--- src/rtl/i2s_rx.sv ---
// i2s_rx: I2S (Philips) receiver oversampled on clk, emits coherent left/right pairs with a valid strobe.
// Optional frame check enabled by defining I2S_RX_FRAMECHECK_EN.
module i2s_rx #(
  parameter int WIDTH = 16,
  parameter int SLOT  = 32
) (
  input  logic             clk,
  input  logic             rst,
  input  logic             bck,
  input  logic             lrck,
  input  logic             din,
  output logic [WIDTH-1:0] left,
  output logic [WIDTH-1:0] right,
  output logic             valid,
  output logic             frame_err
);
  localparam int CW = $clog2(WIDTH + 1);
  typedef enum logic [1:0] {HUNT, RECV, TAIL} state_t;
  state_t state, state_n;
  logic [2:0] bck_q;
  logic [1:0] lr_q, d_q;
  logic rise, ls, ds, seen, ls_prev, chan, have_left;
  logic lr_edge, word_done, latch_l, latch_r, discard;
  logic [CW-1:0] bit_cnt;
  logic [WIDTH-1:0] shreg, lhold, shnext;
  assign ls = lr_q[1];
  assign ds = d_q[1];
  assign shnext = {shreg[WIDTH-2:0], ds};
  // the first event after reset has no predecessor, so it can never be an edge
  assign lr_edge = rise && seen && (ls != ls_prev);
  assign word_done = rise && !lr_edge && state == RECV && bit_cnt == CW'(WIDTH - 1);
  always_ff @(posedge clk or posedge rst) begin
    if (rst) begin
      bck_q <= '0;
      lr_q  <= '0;
      d_q   <= '0;
      rise  <= 1'b0;
    end else begin
      bck_q <= {bck_q[1:0], bck};
      lr_q  <= {lr_q[0], lrck};
      d_q   <= {d_q[0], din};
      rise  <= bck_q[1] & ~bck_q[2];
    end
  end
  always_ff @(posedge clk or posedge rst) begin
    if (rst) state <= HUNT;
    else     state <= state_n;
  end
  always_comb begin
    state_n = lr_edge ? RECV : word_done ? TAIL : state;
  end
  always_comb begin
    latch_l = word_done && !chan;
    latch_r = word_done && chan && have_left;
    discard = lr_edge && state == RECV;
  end
  always_ff @(posedge clk or posedge rst) begin
    if (rst) begin
      seen      <= 1'b0;
      ls_prev   <= 1'b0;
      chan      <= 1'b0;
      have_left <= 1'b0;
      bit_cnt   <= '0;
      shreg     <= '0;
      lhold     <= '0;
      left      <= '0;
      right     <= '0;
      valid     <= 1'b0;
    end else begin
      valid <= latch_r;
      if (rise) begin
        seen    <= 1'b1;
        ls_prev <= ls;
      end
      if (lr_edge) begin
        bit_cnt <= '0;
        chan    <= ls;
      end else if (rise && state == RECV) begin
        shreg   <= shnext;
        bit_cnt <= bit_cnt + CW'(1);
      end
      if (latch_l) lhold <= shnext;
      if (latch_r) begin
        left  <= lhold;
        right <= shnext;
      end
      have_left <= latch_l ? 1'b1 : (discard || (word_done && chan)) ? 1'b0 : have_left;
    end
  end
`ifdef I2S_RX_FRAMECHECK_EN
  logic [7:0] slot_cnt;
  always_ff @(posedge clk or posedge rst) begin
    if (rst) begin
      slot_cnt  <= '0;
      frame_err <= 1'b0;
    end else if (rise) begin
      if (lr_edge) begin
        slot_cnt <= 8'd1;
        if (state != HUNT && slot_cnt != 8'(SLOT)) frame_err <= 1'b1;
      end else if (slot_cnt != 8'hff) begin
        slot_cnt <= slot_cnt + 8'd1;
      end
    end
  end
`else
  assign frame_err = 1'b0;
`endif
endmodule

--- config.mk ---
export PLATFORM = sky130hd
export DESIGN_NAME = i2s_rx
export DESIGN_NICKNAME = d
export VERILOG_FILES = /design/src/rtl/i2s_rx.sv
export SDC_FILE = /design/constraint.sdc
export NUM_CORES = 1
export LEC_CHECK = 0
export ABC_AREA = 1
export CAP_MARGIN = 5
export CORE_AREA = 2 2 84 86
export DETAILED_ROUTE_END_ITERATION = 8
export DIE_AREA = 0 0 86 88
export PLACE_DENSITY = 0.71
export SLEW_MARGIN = 10
export SYNTH_ARGS = -nofsm -noshare
export SYNTH_HDL_FRONTEND = slang
export SYNTH_SLANG_ARGS = --single-unit
export TNS_END_PERCENT = 50
--- constraint.sdc ---
create_clock -name clk -period 4.8 [get_ports clk]
set_input_delay 0.96 -clock clk [delete_from_list [all_inputs] [get_ports clk]]
set_output_delay 0.96 -clock clk [all_outputs]
set_load 0.01 [all_outputs]
======== Word-level counts from Yosys, hierarchy flattened ========
Index checks and enable logic that the tools add are counted.
cells by class
  add/subtract/negate cells ............... 1
  equal/unequal tests ..................... 3
  mux-type cells .......................... 6
  bitwise logic cells ..................... 3
  reductions and logical operators ........ 17
operator list
  cell                 number
  $logic_and 1x1->1    10
  $mux 5               2
  $reduce_bool 2->1    3
  $add 5x1->5 const B  1
  $eq 5x4->1 const B   1
  $mux 2               2
  $eq 2x1->1 const B   1
  $logic_not 1->1      2
  $mux 1               2
  $not 1->1            2
  $reduce_and 2->1     1
  $and 1x1->1          1
  $logic_or 1x1->1     1
  $ne 1x1->1           1
word-level totals
  register bits ........................... 83
  output and inout bits ................... 34

======== Depth between registers and ports, before layout ========
Gate-level depths: netlist (run 1).
  depth after elaboration ................. 10
  depth in mapped cells ................... 9
  mapped depth without buffers ............ 8

======== Worst setup path after synthesis (run 1) ========
No wires, ideal clock.
  path type ............................... flip-flop to flip-flop
  start point ............................. reg bit_cnt[0]
  end point ............................... reg lhold[2]
  setup time .............................. 117 ps
  data arrival time ....................... 1388 ps
  data required time ...................... 4683 ps
  setup slack ............................. 3295 ps
  stages on the path, launching flop included .. 9
  period minus slack after synthesis ...... 1505 ps
  cell sequence ........................... dfrtp_1 -> ha_1 -> nand2_1 -> nor2_1 -> ha_1 -> nand4_2 -> buf_2 -> nand2_1 -> nand2_1
on the way
  cells in the longest elaborated chain, start to end .. 3
RTL lines
  element                 RTL line  source
  from (decl)             24        logic [CW-1:0] bit_cnt;
  from (signal assigned)  80        bit_cnt <= bit_cnt + CW'(1);
  $eq 5x4->1              31        assign word_done = rise && !lr_edge && state == RECV && bit_cnt == CW'(WIDTH - 1);
  $logic_and 1x1->1       31
  $logic_and 1x1->1       53        latch_l = word_done && !chan;
  to (signal assigned)    82        if (latch_l) lhold <= shnext;
  to (decl)               25        logic [WIDTH-1:0] shreg, lhold, shnext;
No other way between the ends.
A chain may end at the register's enable or synchronous reset.

======== Final worst setup path (run 1) ========
  start point ............................. reg left[0]
  end point ............................... out left[0]
RTL lines
  element                 RTL line  source
  from (decl)             12        output logic [WIDTH-1:0] left,
  from (signal assigned)  84        left <= lhold;
No word-level cell between the ends.

==> results of run 1 <==
-- placed cells by master, fill, tap and decap left out, drive strengths merged --
master | synthesis | final
ha | 2 | 2
o21ai | 15 | 15
clkinv | 1 | 5
dfrtp | 83 | 83
bufinv | 0 | 1
clkinvlp | 0 | 1
nand4 | 2 | 2
or2 | 1 | 1
clkdlybuf4s50 | 0 | 37
a21oi | 9 | 9
buf | 13 | 2
conb | 1 | 1
nand3 | 10 | 10
nand2 | 166 | 166
clkbuf | 0 | 11
inv | 21 | 20
nor2 | 12 | 12
-- sequential cells by signal, summed over array words and instances (netlist names), 2 cells and up --
register,cells
lr_q,2
bit_cnt,5
d_q,2
shreg,15
left,16
state,2
bck_q,3
right,16
lhold,16
-- cells in the mapped netlist --
library cell	count	area [um^2]
nor2_1	10	37.54
ha_1	2	25.02
a21oi_1	9	45.04
nand4_1	1	6.260
nor2_4	2	22.52
o21ai_0	15	75.07
conb_1	1	3.750
dfrtp_1	83	2077
buf_4	1	7.510
nand4_2	1	12.51
or2_2	1	6.260
nand3_1	7	35.03
inv_1	21	78.83
nand2_1	166	623.1
clkinv_2	1	5.000
buf_2	8	40.04
nand3_4	3	52.55
buf_6	4	45.04
-- power groups by stage --
stage | clock network [mW] | logic [mW] | registers [mW]
final | 0.492 | 0.0919 | 0.817
after global routing | 0.531 | 0.113 | 0.825
after detailed placement | 0 | 0.0942 | 0.829
after global placement | 0 | 0.0870 | 0.827
after CTS | 0.498 | 0.0944 | 0.815
after floorplan | 0 | 0.0754 | 0.811
-- layout make-up --
class	instances	share of cell area
Inverter	22	0.02247
Timing Repair Buffer	39	0.1018
Multi-Input combinational cell	218	0.2495
Tap cell	80	0.02644
Sequential cell	83	0.5486
Clock inverter	5	0.01388
Clock buffer	11	0.03734
-- worst reg2reg max path: stages, from the launching register on --
cell     delay, ps
dfrtp_1        390
ha_1           180
nand2_1         80
nor2_1         110
ha_1           260
nand3_4        140
nor2_4         570
nand2_1        150
nand2_1         90
-- routing by layer --
layer  GRT usage  vias up  share of wire
li1            -     1104              -
met1      0.2052     1034           0.46
met2      0.2713       50           0.47
met3     0.04053       13          0.038
met4     0.09668        0          0.027
met5           0        -              0
-- worst max path at each step --
stage            start  endpoint  slack (ps)
2_1_floorplan      rst  bck_q[0]        1700
3_3_place_gp       rst  shreg[0]        2380
3_5_place_dp       rst  right[7]        2360
4_1_cts        left[0]   left[0]        2550
5_1_grt        left[0]   left[0]        2520
6_report       left[0]   left[0]        2550
-- kinds of logic after synthesis --
| logic type | after synthesis |
|---|---|
| AND/OR/NAND/NOR | 191 |
| other | 1 |
| adder cells (fa/ha/maj) | 2 |
| flip-flops | 83 |
| buffers and inverters | 35 |
| AO/OA/AOI/OAI | 24 |
==> impl_metrics.ini, run 1 <==
[run_status]
status = completed

[logic_synthesis]
synth-adder-area-share = 0.007825
synthSimpleGateAreaFrac = 0.2488
synth-seq-area-share = 0.6495
syn_inst = 336
synth_top_family_by_area = simple AND/OR/NAND/NOR gates
synth_warnings = 0
synth.ff_latch_count = 83
synth_xor_area_frac = 0
syn-mean-instance-area_um2 = 9.518
ys_types = 18
muxShareOfSynthArea = 0
synth_nets = 343
synth_compound_area_frac = 0.03756
synth_area_um2 = 3198

[worst_setup_path]
slowest_delay_ps = 550
r2r_start = bit_cnt[0]
cp.required_ps = 3840
cp_slowest_cell = clkdlybuf4s50_1
r2r-end = left[3]
arrival_ps = 1290
crit_type = flip-flop to output port
cp-end-kind = output port
crit_buf_inv = 1
path_cells = clkdlybuf4s50_1
crit_fanout = 2
ff2ff_path_depth = 8
startpoint_type = flip-flop
path_delay_family = buffers and inverters
rrSetupSlack_ps = 2770
worst-path-stages = 1

[routing]
ant_nets = 0
wl_per_cell_um = 12.32
wl_um = 5644
num_vias = 2201
drt_iter0_drc = 208
vias_per_cell = 4.806
post-route-drc-count = 0
drt-pass1-iter-count = 4

[run]
maxCapViolations = 0

[power_and_ir_drop]
vdd_drop_max_mv = 0.1515
p_sw_frac = 0.2549
total_power_mw = 1.400
leakagePower_nw = 1.988
pwr-share-comb = 0.066
p_per_area_nw_per_um2 = 369.8
clock_power_share = 0.351
p_seq_frac = 0.583
cell_internal_pwr_mw = 1.043
p_sw_mw = 0.3569

[timing]
period_needed_ps = 2251
clock_skew_ps = 10.24
worst_hold_slack_ps = 345.4
rsz0062_at_grt = false
finalSetupViolations = 0
maxSlewViolCount = 0
setup_tns_ps = 0
fmax_mhz = 444.3
hold_violations = 0
worst_pin_slew_ps = 827.3
fin_ws_ps = 2549
min_period_over_period = 0.4689
slew_headroom = 0.4472

[placed_design]
dpl_cell_area_um2 = 3592
dp.cells = 442
place_congestion = 0.7045
hpwl_um = 3653
portBuffers = 37
dp_slack_ps = 2359

[min_path]
hold_path.class = flip-flop to flip-flop
hold-path-endpoint = d_q[1]
min-delay-start = d_q[0]
holdPathStages = 0

[grt]
grt_usage = 0.1671
grt_pass1_vias = 2194
grt_max_degree = 50
grt_pass1_wl_um = 9687
grt-ovfl-total = 0
antenna_found_initial = 0

[layout]
final_nets = 380
fin_util = 0.5699
multi_input_area_um2 = 944.7
n_antenna_cell = 0
drive_gt1_frac = 0.06878
final_cells = 458
n_fill_cell = 585
fin_area_um2 = 3786
ff_latch_area_um2 = 2077
synthToLayoutAreaGrowth_pct = 18.39

[cts]
post_cts_buffers = 0
clk_pin_slew_ps = 80
clock_latency_ps = 350
cts_buffers = 9
cts_tree = built
ctsResizeCount = 0
cts.sinks = 83
cts.path.max_buffers = 2
htree_levels = 3
ctsHoldBuffers = 0
cts-root-buf = clkbuf_8

[die]
rows = 30
fp.coreArea_um2 = 6644
fp.dieH_um = 88
ios = 39
dieArea_um2 = 7568
die_x_um = 86
start_util = 0.4814
Note: power is estimated with default switching activity, not from simulation.
==> run 2, diff against run 1 <==
==> constraint.sdc (replaced) <==
create_clock -name clk -period 2.15 [get_ports clk]
set_input_delay 0.43 -clock clk [delete_from_list [all_inputs] [get_ports clk]]
set_output_delay 0.43 -clock clk [all_outputs]
set_load 0.01 [all_outputs]
==> impl_metrics.ini, run 2 (synthesis gave the netlist of run 1 again) <==
[grt]
grt_pass1_vias = 2088
grt_usage = 0.1693
grt-ovfl-total = 0
antenna_found_initial = 0
grt_pass1_wl_um = 9763
grt_max_degree = 84

[timing]
fmax_mhz = 552.7
min_period_over_period = 0.8415
hold_violations = 0
setup_tns_ps = 0
rsz0062_at_grt = false
period_needed_ps = 1809
worst_hold_slack_ps = 353.2
clock_skew_ps = 9.138
finalSetupViolations = 0
maxSlewViolCount = 0

[placed_design]
hpwl_um = 3544
place_congestion = 0.7349
dpl_cell_area_um2 = 3637
portBuffers = 37
dp.cells = 446

[cts]
clock_latency_ps = 360
ctsHoldBuffers = 0
cts_tree = built
post_cts_buffers = 0
ctsResizeCount = 0
clk_pin_slew_ps = 90
cts.sinks = 83
cts.path.max_buffers = 2
cts_buffers = 9
cts-root-buf = clkbuf_8
htree_levels = 3

[layout]
drive_gt1_frac = 0.08115
final_nets = 384
largestRegisters = left (16), lhold (16), right (16)
layout_commonest_cell = nand2_1
final_cells = 462
fin_util = 0.5744
n_antenna_cell = 0
fin_area_um2 = 3816
synthToLayoutAreaGrowth_pct = 19.33
mostFrequentLayoutCells = nand2_1, dfrtp_1, clkdlybuf4s50_1, inv_1, o21ai_0
n_fill_cell = 569

[routing]
drt-pass1-iter-count = 4
num_vias = 2196
wl_um = 5549
post-route-drc-count = 0
ant_nets = 0
wl_per_cell_um = 12.01
drt_iter0_drc = 120
vias_per_cell = 4.753

[run_status]
status = completed

[worst_setup_path]
startpoint_type = flip-flop
crit_type = flip-flop to flip-flop
cp.required_ps = 2400
crit_fanout = 17
cp-end-kind = flip-flop
arrival_ps = 2060
ff2ff_path_depth = 7

[die]
fp.coreArea_um2 = 6644
die_x_um = 86
rows = 30
ios = 39
start_util = 0.4814
fp.dieH_um = 88
dieArea_um2 = 7568

[power_and_ir_drop]
p_per_area_nw_per_um2 = 795.6
leakagePower_nw = 1.995
vdd_drop_max_mv = 0.5132

[min_path]
holdPathStages = 0
hold_path.class = flip-flop to flip-flop

[run]
maxCapViolations = 0
[run 2: changes by cell type in the layout (fill, tap and decap cells not counted), sizes merged]
cell      previous run  this run
clkinv               5         6
clkbuf              11         9
buf                  2         6
bufinv               1         0
clkinvlp             1         3
[run 2: final timing paths]
| check | start | end | slack, ps |
|---|---|---|---|
| min in group asynchronous | rst | right[13] | 540 |
| max in group asynchronous | rst | chan | 1290 |
| setup reg to reg | bit_cnt[0] | lhold[10] | 340 |
| hold / removal | d_q[0] | d_q[1] | 350 |
| hold reg to reg | d_q[0] | d_q[1] | 350 |
| setup / recovery | bit_cnt[0] | lhold[10] | 340 |
[run 2: critical path, stage by stage, from the launching register on]
cell	delay, ps
dfrtp_1	400
ha_1	180
nand2_1	60
nor2_1	90
ha_1	260
nand4_2	430
nand2_1	200
nand2_1	80
[run 2: per-stage QoR]
step,power (mW),setup WS (ps)
final,3.036,340.8
after global routing,3.201,121.8
after CTS,3.072,300.8
after detailed placement,2.061,356.2
after global placement,2.050,492.6
after floorplan,1.980,645.1
[run 2: where the power goes]
group | switching [mW] | internal [mW]
Combinational | 0.128 | 0.0799
Sequential | 0.128 | 1.69
Clock | 0.584 | 0.424
Total | 0.840 | 2.20
[run 2: routing by layer]
layer	vias to the layer above	global-route usage	wire length (um)
met4	0	0.08514	125
met3	11	0.04901	200
met2	38	0.2572	2525
met5	-	0	0
li1	1113	-	-
met1	1034	0.2233	2698
[run 2: area by class of cell]
class / count / area, um^2 / share of cell area
flip-flops and latches: 83 / 2077 / 0.5443
multi-input cells: 218 / 944.7 / 0.2475
repair buffers: 43 / 427.9 / 0.1121
clock buffers: 9 / 123.9 / 0.03246
well taps: 80 / 100.1 / 0.02623
inverters: 22 / 87.58 / 0.02295
clock inverters: 7 / 55.05 / 0.01443
==> run 3, diff against run 2 <==
==> constraint.sdc (replaced) <==
create_clock -name clk -period 1.7 [get_ports clk]
set_input_delay 0.34 -clock clk [delete_from_list [all_inputs] [get_ports clk]]
set_output_delay 0.34 -clock clk [all_outputs]
set_load 0.01 [all_outputs]
==> impl_metrics.ini, run 3 (synthesis gave the netlist of run 1 again) <==
[cts]
cts.sinks = 83
clk_pin_slew_ps = 80
cts.path.max_buffers = 2
cts_buffers = 9
ctsHoldBuffers = 0
cts-root-buf = clkbuf_8
htree_levels = 3
cts_tree = built
clock_latency_ps = 340

[run]
maxCapViolations = 0

[routing]
wl_um = 6143
num_vias = 2295
drt_iter0_drc = 222
ant_nets = 0
post-route-drc-count = 0
drt-pass1-iter-count = 4
vias_per_cell = 4.842
wl_per_cell_um = 12.96

[power_and_ir_drop]
p_sw_frac = 0.2617
p_seq_frac = 0.590
vdd_drop_max_mv = 0.4157
pwr-share-comb = 0.081
cell_internal_pwr_mw = 2.881
leakagePower_nw = 2.079
p_sw_mw = 1.021
p_per_area_nw_per_um2 = 979.3
clock_power_share = 0.330

[grt]
use_met2 = 0.3037
grt_usage = 0.1749
grtUsageMet3 = 0.03016
grt_pass1_wl_um = 10350
grt_max_degree = 45
top_usage_layer = met2
grt_pass1_vias = 2314
use_met1 = 0.2190
antenna_found_initial = 0
grt-ovfl-total = 0

[worst_setup_path]
arrival_ps = 1910
r2r-end = left[11]
cp-end-kind = flip-flop
crit_fanout = 16
rrSetupSlack_ps = 70
startpoint_type = flip-flop
ff2ff_path_depth = 9
cp.required_ps = 1980
r2r_start = bit_cnt[0]
crit_type = flip-flop to flip-flop

[timing]
setup_tns_ps = 0
min_period_over_period = 0.9617
period_needed_ps = 1635
hold_violations = 0
rsz0062_at_grt = true
clock_skew_ps = 8.540
maxSlewViolCount = 0
finalSetupViolations = 0
fmax_mhz = 611.6

[layout]
drive_gt1_frac = 0.1117
n_antenna_cell = 0
final_nets = 396
largestRegisters = left (16), lhold (16), right (16)
layout_commonest_cell = nand2_1
synthToLayoutAreaGrowth_pct = 24.61
mostFrequentLayoutCells = nand2_1, dfrtp_1, clkdlybuf4s50_1, inv_1, o21ai_0
n_fill_cell = 559
fin_area_um2 = 3985

[die]
ios = 39
dieArea_um2 = 7568
fp.dieH_um = 88
rows = 30
die_x_um = 86
fp.coreArea_um2 = 6644
start_util = 0.4814

[run_status]
status = completed

[min_path]
hold_path.class = primary input to asynchronous set/reset pin

[placed_design]
hpwl_um = 3983
place_congestion = 0.7358
portBuffers = 37
dpl_cell_area_um2 = 3702
## run 3: final cells by class
type,count,area (um^2),share of cell area
clock buffers,12,155.1,0.03893
clock inverters,4,23.77,0.005965
inverters,22,87.58,0.02198
multi-input cells,219,960.9,0.2411
flip-flops and latches,83,2077,0.5212
well taps,80,100.1,0.02512
repair buffers,54,580.6,0.1457
## run 3: how the worst max path moves through the flow
stage                    start   endpoint  slack (ps)  depth (start not counted)
finish              bit_cnt[0]   left[11]          70                          9
global route        bit_cnt[0]    left[3]         -40                          9
CTS                 bit_cnt[1]   lhold[0]         -70                          9
detailed placement  bit_cnt[1]   right[5]        -140                          8
global placement    bit_cnt[0]  right[14]         -50                          8
floorplan           bit_cnt[0]   lhold[2]         200                          8
## run 3: power groups by stage
stage	clock [mW]	combinational (mW)	sequential, mW
after global placement	0	0.296	2.33
after detailed placement	0	0.319	2.34
after floorplan	0	0.214	2.29
final	1.29	0.315	2.30
after CTS	1.30	0.319	2.30
after global routing	1.38	0.368	2.32
## run 3: per-stage QoR
stage / hold slack (ps) / power (mW) / setup WS (ps) / std cells / utilization
after global placement: 332.2 / 2.622 / -47.42 / 453 / 0.5573
after global routing: 343.6 / 4.077 / -36.66 / 474 / 0.5998
after CTS: 320.3 / 3.918 / -70.05 / 470 / 0.5868
after detailed placement: 337.1 / 2.657 / -136.5 / 453 / 0.5573
final: 319.5 / 3.903 / 65.05 / 474 / 0.5998
after floorplan: 331.2 / 2.505 / 195.1 / 336 / -
## run 3: repair_timing
action	4_1_cts	5_1_grt
buffers inserted	0	4
endpoints found under the setup margin	49	48
hold endpoints to repair	0	0
cloned	1	0
gates resized for setup	3	2
pin swaps	3	4
## run 3: layer usage
| layer | share of wire | vias to the layer above | wire length [um] |
|---|---|---|---|
| li1 | - | 1134 | - |
| met1 | 0.46 | 1103 | 2848 |
| met2 | 0.48 | 49 | 2977 |
| met3 | 0.037 | 9 | 229 |
| met4 | 0.014 | 0 | 87 |
| met5 | 0 | - | 0 |
## run 3: worst max-delay path, cell delays in order (launching register included)
cell     delay (ps)
dfrtp_1         380
ha_1            210
nand2_1         100
nor2_2           40
ha_2            200
buf_4           150
nand4_1         120
buf_4           230
nand2_1          70
nand2_1          70
==> RTL edit 1, RTL diff (config.mk and constraints of run 2) <==
The 3 states of `state_t` get a one-hot encoding in 3 bits.
--- a/src/rtl/i2s_rx.sv
+++ b/src/rtl/i2s_rx.sv
@@ -15,7 +15,7 @@
   output logic             frame_err
 );
   localparam int CW = $clog2(WIDTH + 1);
-  typedef enum logic [1:0] {HUNT, RECV, TAIL} state_t;
+  typedef enum logic [2:0] {HUNT = 3'b001, RECV = 3'b010, TAIL = 3'b100} state_t;
   state_t state, state_n;
   logic [2:0] bck_q;
   logic [1:0] lr_q, d_q;
Formal check against the unedited RTL: same outputs for any inputs over 10 cycles, from zero or initial values and one cycle with rst high; not proved beyond that.
==> RTL edit 1 against run 2 <==
  * Sequential power fell by 3%
  * Synthesized area rose by 6.8%
  * Sequential cell count rose by 1
  * Power rose by 8.8%
  * Setup slack improved by 0.032 ns
  * Design area rose by 6.4%
  * Wire length rose by 22%
  * Count of clock-buffer cells in the layout rose by 1
  * First-iteration DRC count rose by 53%
  * Largest cell class unchanged
==> RTL edit 1: results (changes against run 2) <==
status=finished, final reports clean; Area after DPL=3830 µm² (+5.3%); I/O Buffers=37 (unchanged); post-synthesis sequential area ratio=61.6% (-3.4 points); Hold/Removal Path Class=reg -> reg; standby leakage power=2.04 nW (+2.4%); ys async rst share=100% (unchanged); clk_lat worst skew=0.36 ns (about the same); crit-path max cell delay=0.37 ns (-0.06 ns); setup ws final=0.372 ns (+0.0317 ns); R2R depth=8 (+1); Synth area leaders=dfrtp_1, nand2_1, nand4_1, inv_1, o21ai_1; Synth cell types=30 (+12); CP Data Arrival Time=2.02 ns (-0.04 ns); clk buf depth=2 (unchanged); met1 Usage GRT=27.2% (+4.8 points); met3 Usage GRT=3.20% (-1.7 points); WHS Path Cells=0 (unchanged); Clk pin slew, worst setup/hold paths=0.09 ns (about the same); Least-Margin Pin Slew=0.507 ns; dpl ws=0.426 ns (+0.0703 ns); total CTS buffers=9 (unchanged); top cells by count, synth=nand2_1, dfrtp_1, nand4_1; GRT met2 Usage=30.2% (+4.5 points); Avg Vias per Cell=5.36 (+13%); Iteration-0 DRC Markers=184 (+53%); Hold Path End=bck_q[1]; per-cell routed wire length=14.4 µm (+20%); initial antenna violation count=0 (unchanged); GPL Wtd Cong=0.800 (+8.9%); H-tree depth=3 (unchanged); largest net degree at the start of global routing=85 (+1.2%); Max VDD drop=0.484 mV (-5.6%); Total GRT Usage=19.6% (+2.6 points); first-pass GRT wire length=11.6 mm (+18%); post-synthesis area per instance=9.70 µm² (+2.0%); nets=392 (+2.1%); Inst Count DP=454 (+1.8%); syn_nets=359 (+4.7%); synth warn=0 (unchanged); Root Driver=clkbuf_8; critical path's slowest cell=dfrtp_1; HP Start=bck_q[0]; number of global-route vias before repair=2465 (+18%); biggest registers after layout=left x16, lhold x16, right x16; share of cells above drive strength 1=9.49% (+1.4 points); # resized after CTS=0 (unchanged); Detailed Place HPWL=4.28 mm (+21%); final WL=6.75 mm (+22%); clk_skew=0.0156 ns (+0.00645 ns); r2r endpoint=lhold[2]; crit path max fanout=17 (unchanged); RR Startpoint=bit_cnt[0]; drt first pass iters=5 (+1)
## RTL edit 1: cell count changes in the layout (fill, tap and decap cells not counted), sizes merged, moves of 4 or more
cell and delta:
o21ai +6, nand4 +49, nor2 -6, inv +4, nand2 -36, nand3 -8
a21oi -8
## RTL edit 1: area by class of cell
cell class / instances / area, µm²
timing repair buffer: 45 / 455
clock buffer: 10 / 138
multi-input combinational: 220 / 1070
sequential: 84 / 2100
inverter: 25 / 97.6
tap: 80 / 100
clock inverter: 6 / 95.1
fill: 574 / 2580
## RTL edit 1: worst max path at each step
| stage | from | to | cells after the start |
|---|---|---|---|
| global route | bit_cnt[0] | lhold[2] | 8 |
| global placement | bit_cnt[1] | lhold[15] | 8 |
| CTS | bit_cnt[0] | lhold[2] | 8 |
| floorplan | bit_cnt[0] | right[0] | 9 |
| finish | bit_cnt[0] | lhold[2] | 8 |
| detailed placement | bit_cnt[0] | lhold[6] | 8 |
## RTL edit 1: stage by stage
step                      utilization (%)  hold WS, ns  power (mW)
final                                61.1        0.354        3.30
after global routing                 61.1        0.362        3.44
after CTS                            61.1        0.359        3.33
after floorplan                         -        0.331        1.98
after global placement               57.6        0.334        2.04
after detailed placement             57.6        0.339        2.06
## RTL edit 1: routing by layer
metal  vias to the layer above  wire length [µm]
li1                       1230                 -
met1                      1210              3280
met2                        67              3050
met3                        14               256
met4                         0               164
met5                         -                 0
## RTL edit 1: where the power goes
part / total [mW] / switching [mW] / leakage [nW] / internal (mW)
registers: 1.77 / 0.0961 / 1.13 / 1.68
clock network: 1.28 / 0.581 / 0.117 / 0.696
logic: 0.254 / 0.173 / 0.796 / 0.0814
total: 3.30 / 0.850 / 2.04 / 2.45
## RTL edit 1: cell families (layout without fill, tap and decap cells)
group	after synthesis	after routing	share of synthesized area, %
DFF	84	84	61.6
xor gates and xnor gates	1	1	0.256
AOI/OAI and AO/OA	25	25	3.81
adders and majority gates	2	2	0.732
other	1	1	0.110
and+or+nand+nor	191	191	26.3
buffers and inverters	48	86	7.18
## RTL edit 1: critical path: cells and delay by family (launching register included)
family	cells	cell delay, ns
adder cells (fa/ha/maj)	2	0.41
buffers and inverters	1	0.22
flip-flops	1	0.37
AND/OR/NAND/NOR	5	0.68
==> RTL edit 2, RTL diff (settings of run 2) <==
Without the edit above. Add a define of `I2S_RX_FRAMECHECK_EN`.
--- a/src/rtl/i2s_rx.sv
+++ b/src/rtl/i2s_rx.sv
@@ -1,5 +1,7 @@
 // i2s_rx: I2S (Philips) receiver oversampled on clk, emits coherent left/right pairs with a valid strobe.
 // Optional frame check enabled by defining I2S_RX_FRAMECHECK_EN.
+`define I2S_RX_FRAMECHECK_EN
+
 module i2s_rx #(
   parameter int WIDTH = 16,
   parameter int SLOT  = 32
Check against the original RTL: not equivalent (Yosys sat finds a counterexample within 10 cycles, from zero or initial values and one cycle with rst high).
==> RTL edit 2 against run 2 <==
  * Sequential cell count grew 9
  * Utilization grew 7.6 points
  * Design area increased by 13%
  * Synthesized area increased by 14%
  * Setup slack worse by 0.052 ns
  * Count of clock-buffer cells in the layout grew 1
  * Global-route usage rose by 1.6 points
  * Die area unchanged
  * Wire length rose by 14%
  * Critical endpoint is now left[3]
  * Synthesized cell count is 17% higher
  * Power increased by 14%
  * Highest routed layer unchanged
==> RTL edit 2: results (changes against run 2) <==
status=finished, final reports clean; number of global-route vias before repair=2387 (+14%); nets=442 (+15%); Seq. cell area=2300 µm² (+11%); Max VDD drop=0.553 mV (+7.8%); dpl ws=0.0574 ns (-0.299 ns); largest net degree at the start of global routing=93 (+11%); first-pass GRT wire length=10.9 mm (+11%); clk_skew=0.0125 ns (+0.00337 ns); Area after DPL=4120 µm² (+13%); final WL=6.33 mm (+14%); DR vias=2592 (+18%); I/O Buffers=38 (+2.7%); Syn Inst Count=393 (+17%); comb_multi_in=245 (+12%); GPL Wtd Cong=0.803 (+9.3%); top cells by count, synth=nand2_1, dfrtp_1, o21ai_0; setup ws final=0.289 ns (-0.0516 ns); buffering overhead=10.4% (-0.80 points); invs w/o clock=41 (+86%); clk_buf instances=10 (+1); Detailed Place HPWL=4.13 mm (+16%); clock network area share=4.63% (-0.059 points); post-synthesis sequential area ratio=63.0% (-1.9 points); Iteration-0 DRC Markers=175 (+46%)
## RTL edit 2: cell types whose count changed after synthesis, sizes merged, moves of 2 or more
| cell | delta |
|---|---|
| a21oi | -8 |
| clkbuf | +3 |
| dfrtp | +9 |
| ha | +2 |
| inv | +20 |
| nand2 | -30 |
| nand3 | +7 |
| nor2 | +4 |
| nor3 | +2 |
| o21ai | +48 |
## RTL edit 2: final timing paths
| kind | from | slack (ns) | depth (start not counted) | end |
|---|---|---|---|---|
| setup / recovery | bit_cnt[0] | 0.29 | 8 | left[3] |
| hold / removal | bck_q[0] | 0.35 | 0 | bck_q[1] |
| setup reg to reg | bit_cnt[0] | 0.29 | 8 | left[3] |
| hold reg to reg | bck_q[0] | 0.35 | 0 | bck_q[1] |
| max in group asynchronous | rst | 1.24 | 3 | state[1] |
| min in group asynchronous | rst | 0.54 | 3 | bit_cnt[3] |
## RTL edit 2: metal layers
layer  track usage (%)  wire length [µm]  vias to the layer above
met2              29.1              2830                       46
li1                  -                 -                     1310
met4              7.36                74                        0
met5                 0                 0                        -
met1              24.9              3200                     1228
met3              4.62               222                        8
## RTL edit 2: cells by family after synthesis
logic type,count (synthesis),synth area share (%)
DFF,92,63.0
xor gates and xnor gates,1,0.240
and+or+nand+nor,174,19.5
adders and majority gates,4,1.37
buffers and inverters,56,6.71
AOI/OAI and AO/OA,66,9.18
## RTL edit 2: power by group through the flow
stage                     Combinational (mW)  Clock [mW]  Sequential [mW]
after global routing                   0.398        1.26             1.98
after CTS                              0.335        1.19             1.95
after floorplan                        0.255           0             1.97
after detailed placement               0.334           0             1.99
final                                  0.329        1.17             1.95
after global placement                 0.324           0             1.98
